==> src/rtl/logbar_pkg.sv <==
// Shared types and constants for the log-bar scheduler and the display driver.
package logbar_pkg;
    localparam int BARW        = 7;
    localparam int NBAR_DEF    = 32;
    localparam int DECAY_DEF   = 1;
    localparam int TIMEOUT_DEF = 31;

    typedef enum logic [2:0] {
        IDLE  = 3'd0,
        ADDR  = 3'd1,
        LATCH = 3'd2,
        START = 3'd3,
        WAIT  = 3'd4,
        WRITE = 3'd5
    } schedState;
endpackage

==> src/rtl/logbar_if.sv <==
// Spectrum RAM, converter and bar RAM connections of the log-bar scheduler.
interface logbar_if
    import logbar_pkg::*;
#(
    parameter int bw_addr = 5,
    parameter int bw_mag  = 17
);
    logic [bw_addr-1:0] MagAddr;
    logic               MagCh;
    logic [bw_mag-1:0]  MagData;
    logic               ConvStart;
    logic [bw_mag-1:0]  ConvIn;
    logic [BARW-1:0]    ConvOut;
    logic               ConvEnd;
    logic [bw_addr-1:0] BarAddr;
    logic               BarCh;
    logic               BarWe;
    logic [BARW-1:0]    BarWData;
    logic [BARW-1:0]    BarRData;

    modport master (
        output MagAddr, MagCh, ConvStart, ConvIn, BarAddr, BarCh, BarWe, BarWData,
        input  MagData, ConvOut, ConvEnd, BarRData
    );

    modport slave (
        input  MagAddr, MagCh, ConvStart, ConvIn, BarAddr, BarCh, BarWe, BarWData,
        output MagData, ConvOut, ConvEnd, BarRData
    );
endinterface

==> src/rtl/logbar_hold.sv <==
// Fall-off merge: the previous bar decays by DECAY (floored at zero) and the
// new conversion wins whenever it is taller than the decayed bar.
module logbar_hold
    import logbar_pkg::*;
#(
    parameter logic [BARW-1:0] DECAY = BARW'(DECAY_DEF)
) (
    input  logic [BARW-1:0] oldVal,
    input  logic [BARW-1:0] newVal,
    output logic [BARW-1:0] mergedVal
);
    logic [BARW-1:0] held;

    // Decay with saturation at zero, then take the larger of the two heights.
    always_comb begin
        held      = {BARW{1'b0}};
        mergedVal = {BARW{1'b0}};
        if (oldVal > DECAY) begin
            held = oldVal - DECAY;
        end else begin
            held = {BARW{1'b0}};
        end
        if (newVal > held) begin
            mergedVal = newVal;
        end else begin
            mergedVal = held;
        end
    end
endmodule

==> src/rtl/logbar_scheduler.sv <==
// Walks every bar of both channels once per frame through the shared log-bar
// converter and writes the decayed-and-merged heights into the bar RAM.
module logbar_scheduler
    import logbar_pkg::*;
#(
    parameter int NBAR    = NBAR_DEF,
    parameter int bw_addr = 5,
    parameter int bw_mag  = 17,
    parameter int DECAY   = DECAY_DEF,
    parameter int TIMEOUT = TIMEOUT_DEF
) (
    input  logic      Clock,
    input  logic      Reset,
    input  logic      FrameStart,
    output logic      Busy,
    output logic      Done,
    output logic      Err,
    logbar_if.master  bus
);
    localparam int TW = (TIMEOUT > 0) ? $clog2(TIMEOUT + 1) : 1;
    localparam logic [TW-1:0]      TMAX     = TW'(TIMEOUT);
    localparam logic [bw_addr-1:0] LAST_IDX = bw_addr'(NBAR - 1);

    schedState          state, stateNext;
    logic [bw_addr-1:0] idx, idxNext;
    logic               ch, chNext;
    logic [TW-1:0]      timer, timerNext;
    logic [bw_mag-1:0]  rMag;
    logic [BARW-1:0]    rOld;
    logic [BARW-1:0]    rWData;
    logic [BARW-1:0]    newVal;
    logic [BARW-1:0]    merged;
    logic               errNext;
    logic               doneNext;

    logbar_hold #(
        .DECAY (BARW'(DECAY))
    ) uHold (
        .oldVal    (rOld),
        .newVal    (newVal),
        .mergedVal (merged)
    );

    // Addresses come straight from the item registers, so they hold ADDR..WRITE.
    assign bus.MagAddr  = idx;
    assign bus.MagCh    = ch;
    assign bus.BarAddr  = idx;
    assign bus.BarCh    = ch;
    assign bus.ConvIn   = rMag;
    assign bus.BarWData = rWData;

    // FSM state register.
    always_ff @(posedge Clock or posedge Reset) begin
        if (Reset) begin
            state <= IDLE;
        end else begin
            state <= stateNext;
        end
    end

    // Next-state, item advance, timeout and the value handed to the merge.
    always_comb begin
        stateNext = state;
        idxNext   = idx;
        chNext    = ch;
        timerNext = timer;
        errNext   = Err;
        doneNext  = 1'b0;
        newVal    = {BARW{1'b0}};
        case (state)
            IDLE: begin
                if (FrameStart) begin
                    idxNext   = {bw_addr{1'b0}};
                    chNext    = 1'b0;
                    errNext   = 1'b0;
                    stateNext = ADDR;
                end else begin
                    stateNext = IDLE;
                end
            end
            ADDR:  stateNext = LATCH;
            LATCH: stateNext = START;
            START: begin
                timerNext = {TW{1'b0}};
                stateNext = WAIT;
            end
            WAIT: begin
                if (bus.ConvEnd) begin
                    newVal    = bus.ConvOut;
                    stateNext = WRITE;
                end else if (timer == TMAX) begin
                    newVal    = {BARW{1'b0}};
                    errNext   = 1'b1;
                    stateNext = WRITE;
                end else begin
                    timerNext = timer + TW'(1);
                end
            end
            WRITE: begin
                if (!ch) begin
                    chNext    = 1'b1;
                    stateNext = ADDR;
                end else if (idx == LAST_IDX) begin
                    chNext    = 1'b0;
                    idxNext   = {bw_addr{1'b0}};
                    doneNext  = 1'b1;
                    stateNext = IDLE;
                end else begin
                    chNext    = 1'b0;
                    idxNext   = idx + bw_addr'(1);
                    stateNext = ADDR;
                end
            end
            default: stateNext = IDLE;
        endcase
    end

    // Datapath registers and registered status/strobe outputs.
    always_ff @(posedge Clock or posedge Reset) begin
        if (Reset) begin
            idx           <= {bw_addr{1'b0}};
            ch            <= 1'b0;
            timer         <= {TW{1'b0}};
            rMag          <= {bw_mag{1'b0}};
            rOld          <= {BARW{1'b0}};
            rWData        <= {BARW{1'b0}};
            Busy          <= 1'b0;
            Done          <= 1'b0;
            Err           <= 1'b0;
            bus.ConvStart <= 1'b0;
            bus.BarWe     <= 1'b0;
        end else begin
            idx           <= idxNext;
            ch            <= chNext;
            timer         <= timerNext;
            Err           <= errNext;
            Done          <= doneNext;
            Busy          <= (stateNext != IDLE);
            bus.ConvStart <= (stateNext == START);
            bus.BarWe     <= (stateNext == WRITE);
            if (state == LATCH) begin
                rMag <= bus.MagData;
                rOld <= bus.BarRData;
            end
            // Merge is registered on the WAIT->WRITE edge so BarWData is stable for the write.
            if ((state == WAIT) && (stateNext == WRITE)) begin
                rWData <= merged;
            end
        end
    end
endmodule

==> src/flat_wrapper.sv <==
// flat-port wrapper written by rule: the top's interface ports become plain ports
module logbar_scheduler_flat import logbar_pkg::*;
#(
    parameter int NBAR    = NBAR_DEF,
    parameter int bw_addr = 5,
    parameter int bw_mag  = 17,
    parameter int DECAY   = DECAY_DEF,
    parameter int TIMEOUT = TIMEOUT_DEF
)
  (Clock, Reset, FrameStart, Busy, Done, Err, bus_MagAddr, bus_MagCh, bus_ConvStart, bus_ConvIn, bus_BarAddr, bus_BarCh, bus_BarWe, bus_BarWData, bus_MagData, bus_ConvOut, bus_ConvEnd, bus_BarRData);
  logbar_if #(.bw_addr(bw_addr), .bw_mag(bw_mag)) bus_i ();
  input  logic Clock;
  input  logic Reset;
  input  logic FrameStart;
  output logic Busy;
  output logic Done;
  output logic Err;
  output wire logic [$bits(bus_i.MagAddr)-1:0] bus_MagAddr;
  output wire logic [$bits(bus_i.MagCh)-1:0] bus_MagCh;
  output wire logic [$bits(bus_i.ConvStart)-1:0] bus_ConvStart;
  output wire logic [$bits(bus_i.ConvIn)-1:0] bus_ConvIn;
  output wire logic [$bits(bus_i.BarAddr)-1:0] bus_BarAddr;
  output wire logic [$bits(bus_i.BarCh)-1:0] bus_BarCh;
  output wire logic [$bits(bus_i.BarWe)-1:0] bus_BarWe;
  output wire logic [$bits(bus_i.BarWData)-1:0] bus_BarWData;
  input wire logic [$bits(bus_i.MagData)-1:0] bus_MagData;
  input wire logic [$bits(bus_i.ConvOut)-1:0] bus_ConvOut;
  input wire logic [$bits(bus_i.ConvEnd)-1:0] bus_ConvEnd;
  input wire logic [$bits(bus_i.BarRData)-1:0] bus_BarRData;
  assign bus_MagAddr = bus_i.MagAddr;
  assign bus_MagCh = bus_i.MagCh;
  assign bus_ConvStart = bus_i.ConvStart;
  assign bus_ConvIn = bus_i.ConvIn;
  assign bus_BarAddr = bus_i.BarAddr;
  assign bus_BarCh = bus_i.BarCh;
  assign bus_BarWe = bus_i.BarWe;
  assign bus_BarWData = bus_i.BarWData;
  assign bus_i.MagData = bus_MagData;
  assign bus_i.ConvOut = bus_ConvOut;
  assign bus_i.ConvEnd = bus_ConvEnd;
  assign bus_i.BarRData = bus_BarRData;
  logbar_scheduler #(.NBAR(NBAR), .bw_addr(bw_addr), .bw_mag(bw_mag), .DECAY(DECAY), .TIMEOUT(TIMEOUT)) u_core (.Clock(Clock), .Reset(Reset), .FrameStart(FrameStart), .Busy(Busy), .Done(Done), .Err(Err), .bus(bus_i));
endmodule
==> config.mk <==
export PLATFORM = sky130hd
export DESIGN_NAME = logbar_scheduler_flat
export DESIGN_NICKNAME = d
export VERILOG_FILES = /design/src/rtl/logbar_pkg.sv /design/src/rtl/logbar_if.sv /design/src/rtl/logbar_hold.sv /design/src/rtl/logbar_scheduler.sv /design/src/flat_wrapper.sv
export SDC_FILE = /design/constraint.sdc
export NUM_CORES = 1
export LEC_CHECK = 0
export CORE_MARGIN = 3
export CORE_UTILIZATION = 38
export DETAILED_ROUTE_END_ITERATION = 8
export HOLD_SLACK_MARGIN = 0.12
export PLACE_DENSITY = 0.66
export REMOVE_ABC_BUFFERS = 1
export SLEW_MARGIN = 20
export SYNTH_ARGS = -nofsm -noshare
export SYNTH_HDL_FRONTEND = slang
export SYNTH_SLANG_ARGS = --single-unit
==> constraint.sdc <==
create_clock -name Clock -period 3.4 [get_ports Clock]
set_input_delay 0.51 -clock Clock [delete_from_list [all_inputs] [get_ports Clock]]
set_output_delay 0.51 -clock Clock [all_outputs]
set_load 0.02 [all_outputs]
==> flow_summary.yaml <==
run_status:
  status: "completed"
synthesis:
  synth_most_common_cell: "dfrtp_1"
  synth-edff-count: 0
  synthAdderAreaFrac_pct: 6.24
  ys_types: 43
  syn_avg_cell_area_um2: 10.8
  ys.warnings.count: 0
  netlist_instances: 242
  synth_top_area_share_pct: 48.0
  synthArstFlopShare_pct: 100
  synthSimpleGateAreaFrac_pct: 17.7
  synth_area_um2: 2610
  synth-seq-area-share_pct: 48.0
  synth_area_leader_cell: "dfrtp_1"
  synthFlopType: "dfrtp_1"
  synth_top_family_by_area: "simple AND/OR/NAND/NOR gates"
  synth-compound-area-share_pct: 9.99
  synth_xor_area_share_pct: 2.02
  muxShareOfSynthArea_pct: 10.7
  synth_area_leaders: "dfrtp_1 48%, mux2_2 9.9%, ha_1 6.2%"
  synth_common_cells: "50 x dfrtp_1, 23 x mux2_2, 20 x nand2_1, 18 x nor2_1, 14 x o21ai_0"
  ys_ff_latch: 50
clock_tree:
  postCtsResizedCells: 0
  root_buffer: "clkbuf_8"
  clockBufferDepth: 2
  clk_latency_ps: 300
  cts_sinks: 50
  cts_tree: "built"
  post_cts_buffers: 0
  htreeDepth: 2
  clk_pin_slew_worst_paths_ps: 100
  cts_made_buffers: 5
  hold_buffers: 0
power_and_ir_drop:
  p_leak_nw: 1.52
  pwr_density_cell_nw_per_um2: 819
  clkPwrFrac_pct: 12.3
  switching_share_pct: 38.9
  irDropWorstVdd_mv: 0.408
  p_switching_mw: 1.11
  comb_power_share_pct: 53.3
  p_seq_share_pct: 34.4
  internal_power_mw: 1.75
worst_setup_path:
  start_kind: "flop"
  critPathKind: "reg2reg"
  endpoint_kind: "flop"
  crit_arrival_ps: 3370
  path_max_fanout: 8
  critPathRequiredTime_ps: 3630
floorplan:
  pin_count: 76
  initial_utilization_pct: 40.1
  die_h_um: 88.8
  dieWidth_um: 88.8
  core.rowCount: 29
  core_um2: 6490
  die-area_um2: 7890
drt:
  drcViolationCount: 0
  initialDrtViolationCount: 64
  drt_first_pass_iters: 4
  ant_nets: 0
  wl_um: 5780
  vias_per_cell: 5.14
  wl_per_cell_um: 14.7
  vias: 2024
flow_run:
  maxCapViolations: 0
sta:
  setup_violations: 0
  timing.final.ws_setup_ps: 262
  timing.final.crit_share_pct: 92.3
  period_needed_ps: 3140
  rsz0062_at_grt: "false"
  maxSlewHeadroom_pct: 62.5
  slew_viol_final: 0
  worst_slew_pin_slew_ps: 559
  hold_slack_ps: 507
  fin_skew_ps: 10.9
  fmax_mhz: 319
  tns_ps: 0
  hold_violations: 0
grt:
  grt_max_degree: 33
  grt_pass1_wl_um: 9480
  antenna_found_initial: 0
  grt_pass1_vias: 1993
  track_usage_pct: 15.0
  overflow: 0
cells_and_area:
  multi_input_area_um2: 1220
  fillers: 594
  syn2layout_area_growth_pct: 33.9
  drive_gt1_share_pct: 17.0
  final_area_um2: 3490
  seqCellArea_um2: 1250
  instances_no_fill: 394
  antenna_cells: 0
  nets: 364
placed_design:
  place_area_um2: 3400
  gp_congestion: 0.838
  numPortBuffers: 75
  post-place-ws_ps: 124
  dp.cells: 386
  post-dp-hpwl_um: 4320
hold_path:
  hp-class: "in2async"
==> flip-flops by register name, summed over array words and instances, names as in the netlist, 3 cells and up <==
signal,cells
u_core.state,3
u_core.rOld,7
u_core.bus.BarAddr,5
u_core.bus.BarWData,7
u_core.timer,5
u_core.bus.ConvIn,17
==> cell type report <==
type	instances	area share, %
Sequential cell	50	35.8
Multi-Input combinational cell	167	34.8
Timing Repair Buffer	81	22.8
Tap cell	77	2.76
Clock buffer	5	1.97
Inverter	11	1.18
Clock inverter	3	0.609
==> per-layer routing <==
layer	routed length (um)	vias to the layer above	global-route usage (%)
met5	0	-	0
met4	33	0	3.71
met3	229	2	2.42
met2	2880	49	24.7
met1	2640	985	20.6
li1	-	988	-
==> path summary, 6_finish.rpt <==
| kind | start | endpoint | slack [ps] | cells past startpoint |
|---|---|---|---|---|
| setup / recovery | u_core.state[1]$_DFF_PP0_ | u_core.bus.BarWData[6]$_DFFE_PP0P_ | 260 | 9 |
| min in group Clock | u_core.bus.ConvIn[12]$_DFFE_PP0P_ | u_core.bus.ConvIn[12]$_DFFE_PP0P_ | 510 | 1 |
| setup reg to reg | u_core.state[1]$_DFF_PP0_ | u_core.bus.BarWData[6]$_DFFE_PP0P_ | 260 | 9 |
| max in group asynchronous | Reset | u_core.timer[4]$_DFFE_PP0P_ | 2130 | 3 |
| hold / removal | Reset | u_core.bus.ConvIn[8]$_DFFE_PP0P_ | 510 | 2 |
| hold reg to reg | u_core.bus.ConvIn[12]$_DFFE_PP0P_ | u_core.bus.ConvIn[12]$_DFFE_PP0P_ | 510 | 1 |
==> placed cells by master (no fill, tap or decap), types with 4 or more instances in the layout <==
cell type         n
a21oi_1           5
a221o_1           7
and2_1            4
and3_1            4
buf_4             6
clkbuf_8          5
clkdlybuf4s50_1  75
dfrtp_1          50
ha_1             13
inv_1            10
mux2_2           23
nand2_1          20
nand3_1           5
nor2_1           18
nor3_1            8
nor3b_1           6
o21ai_0          14
or2_2             4
xor2_1            5
==> critical path, cell delays in order, from the launching register on <==
cell and delay [ps]:
dfrtp_1 380, or3b_2 520, nor2_2 310, and2_1 210
ha_1 260, a21o_1 190, a221o_1 350, a31oi_2 370
mux2_2 380, o21ai_1 110
==> cells by family after synthesis <==
group,after synthesis
simple gates,85
flops,50
compound gates,38
buf+inv,25
mux,25
fa+ha+maj,13
xor+xnor,6
==> stage by stage <==
| step | power (mW) | utilization, % |
|---|---|---|
| after CTS | 2.90 | 53.7 |
| after detailed placement | 2.54 | 52.4 |
| after global placement | 2.51 | 52.4 |
| final | 2.86 | 53.7 |
| after global routing | 3.08 | 53.7 |
| after floorplan | 1.92 | - |
==> power by group through the flow <==
stage	clock network, mW	registers (mW)	logic [mW]
3_5_place_dp	0	0.998	1.54
6_report	0.351	0.983	1.52
2_1_floorplan	0	1.22	0.696
4_1_cts	0.367	0.986	1.54
3_3_place_gp	0	0.990	1.52
5_1_grt	0.389	1.02	1.67
(Power assumes the default switching activity.)
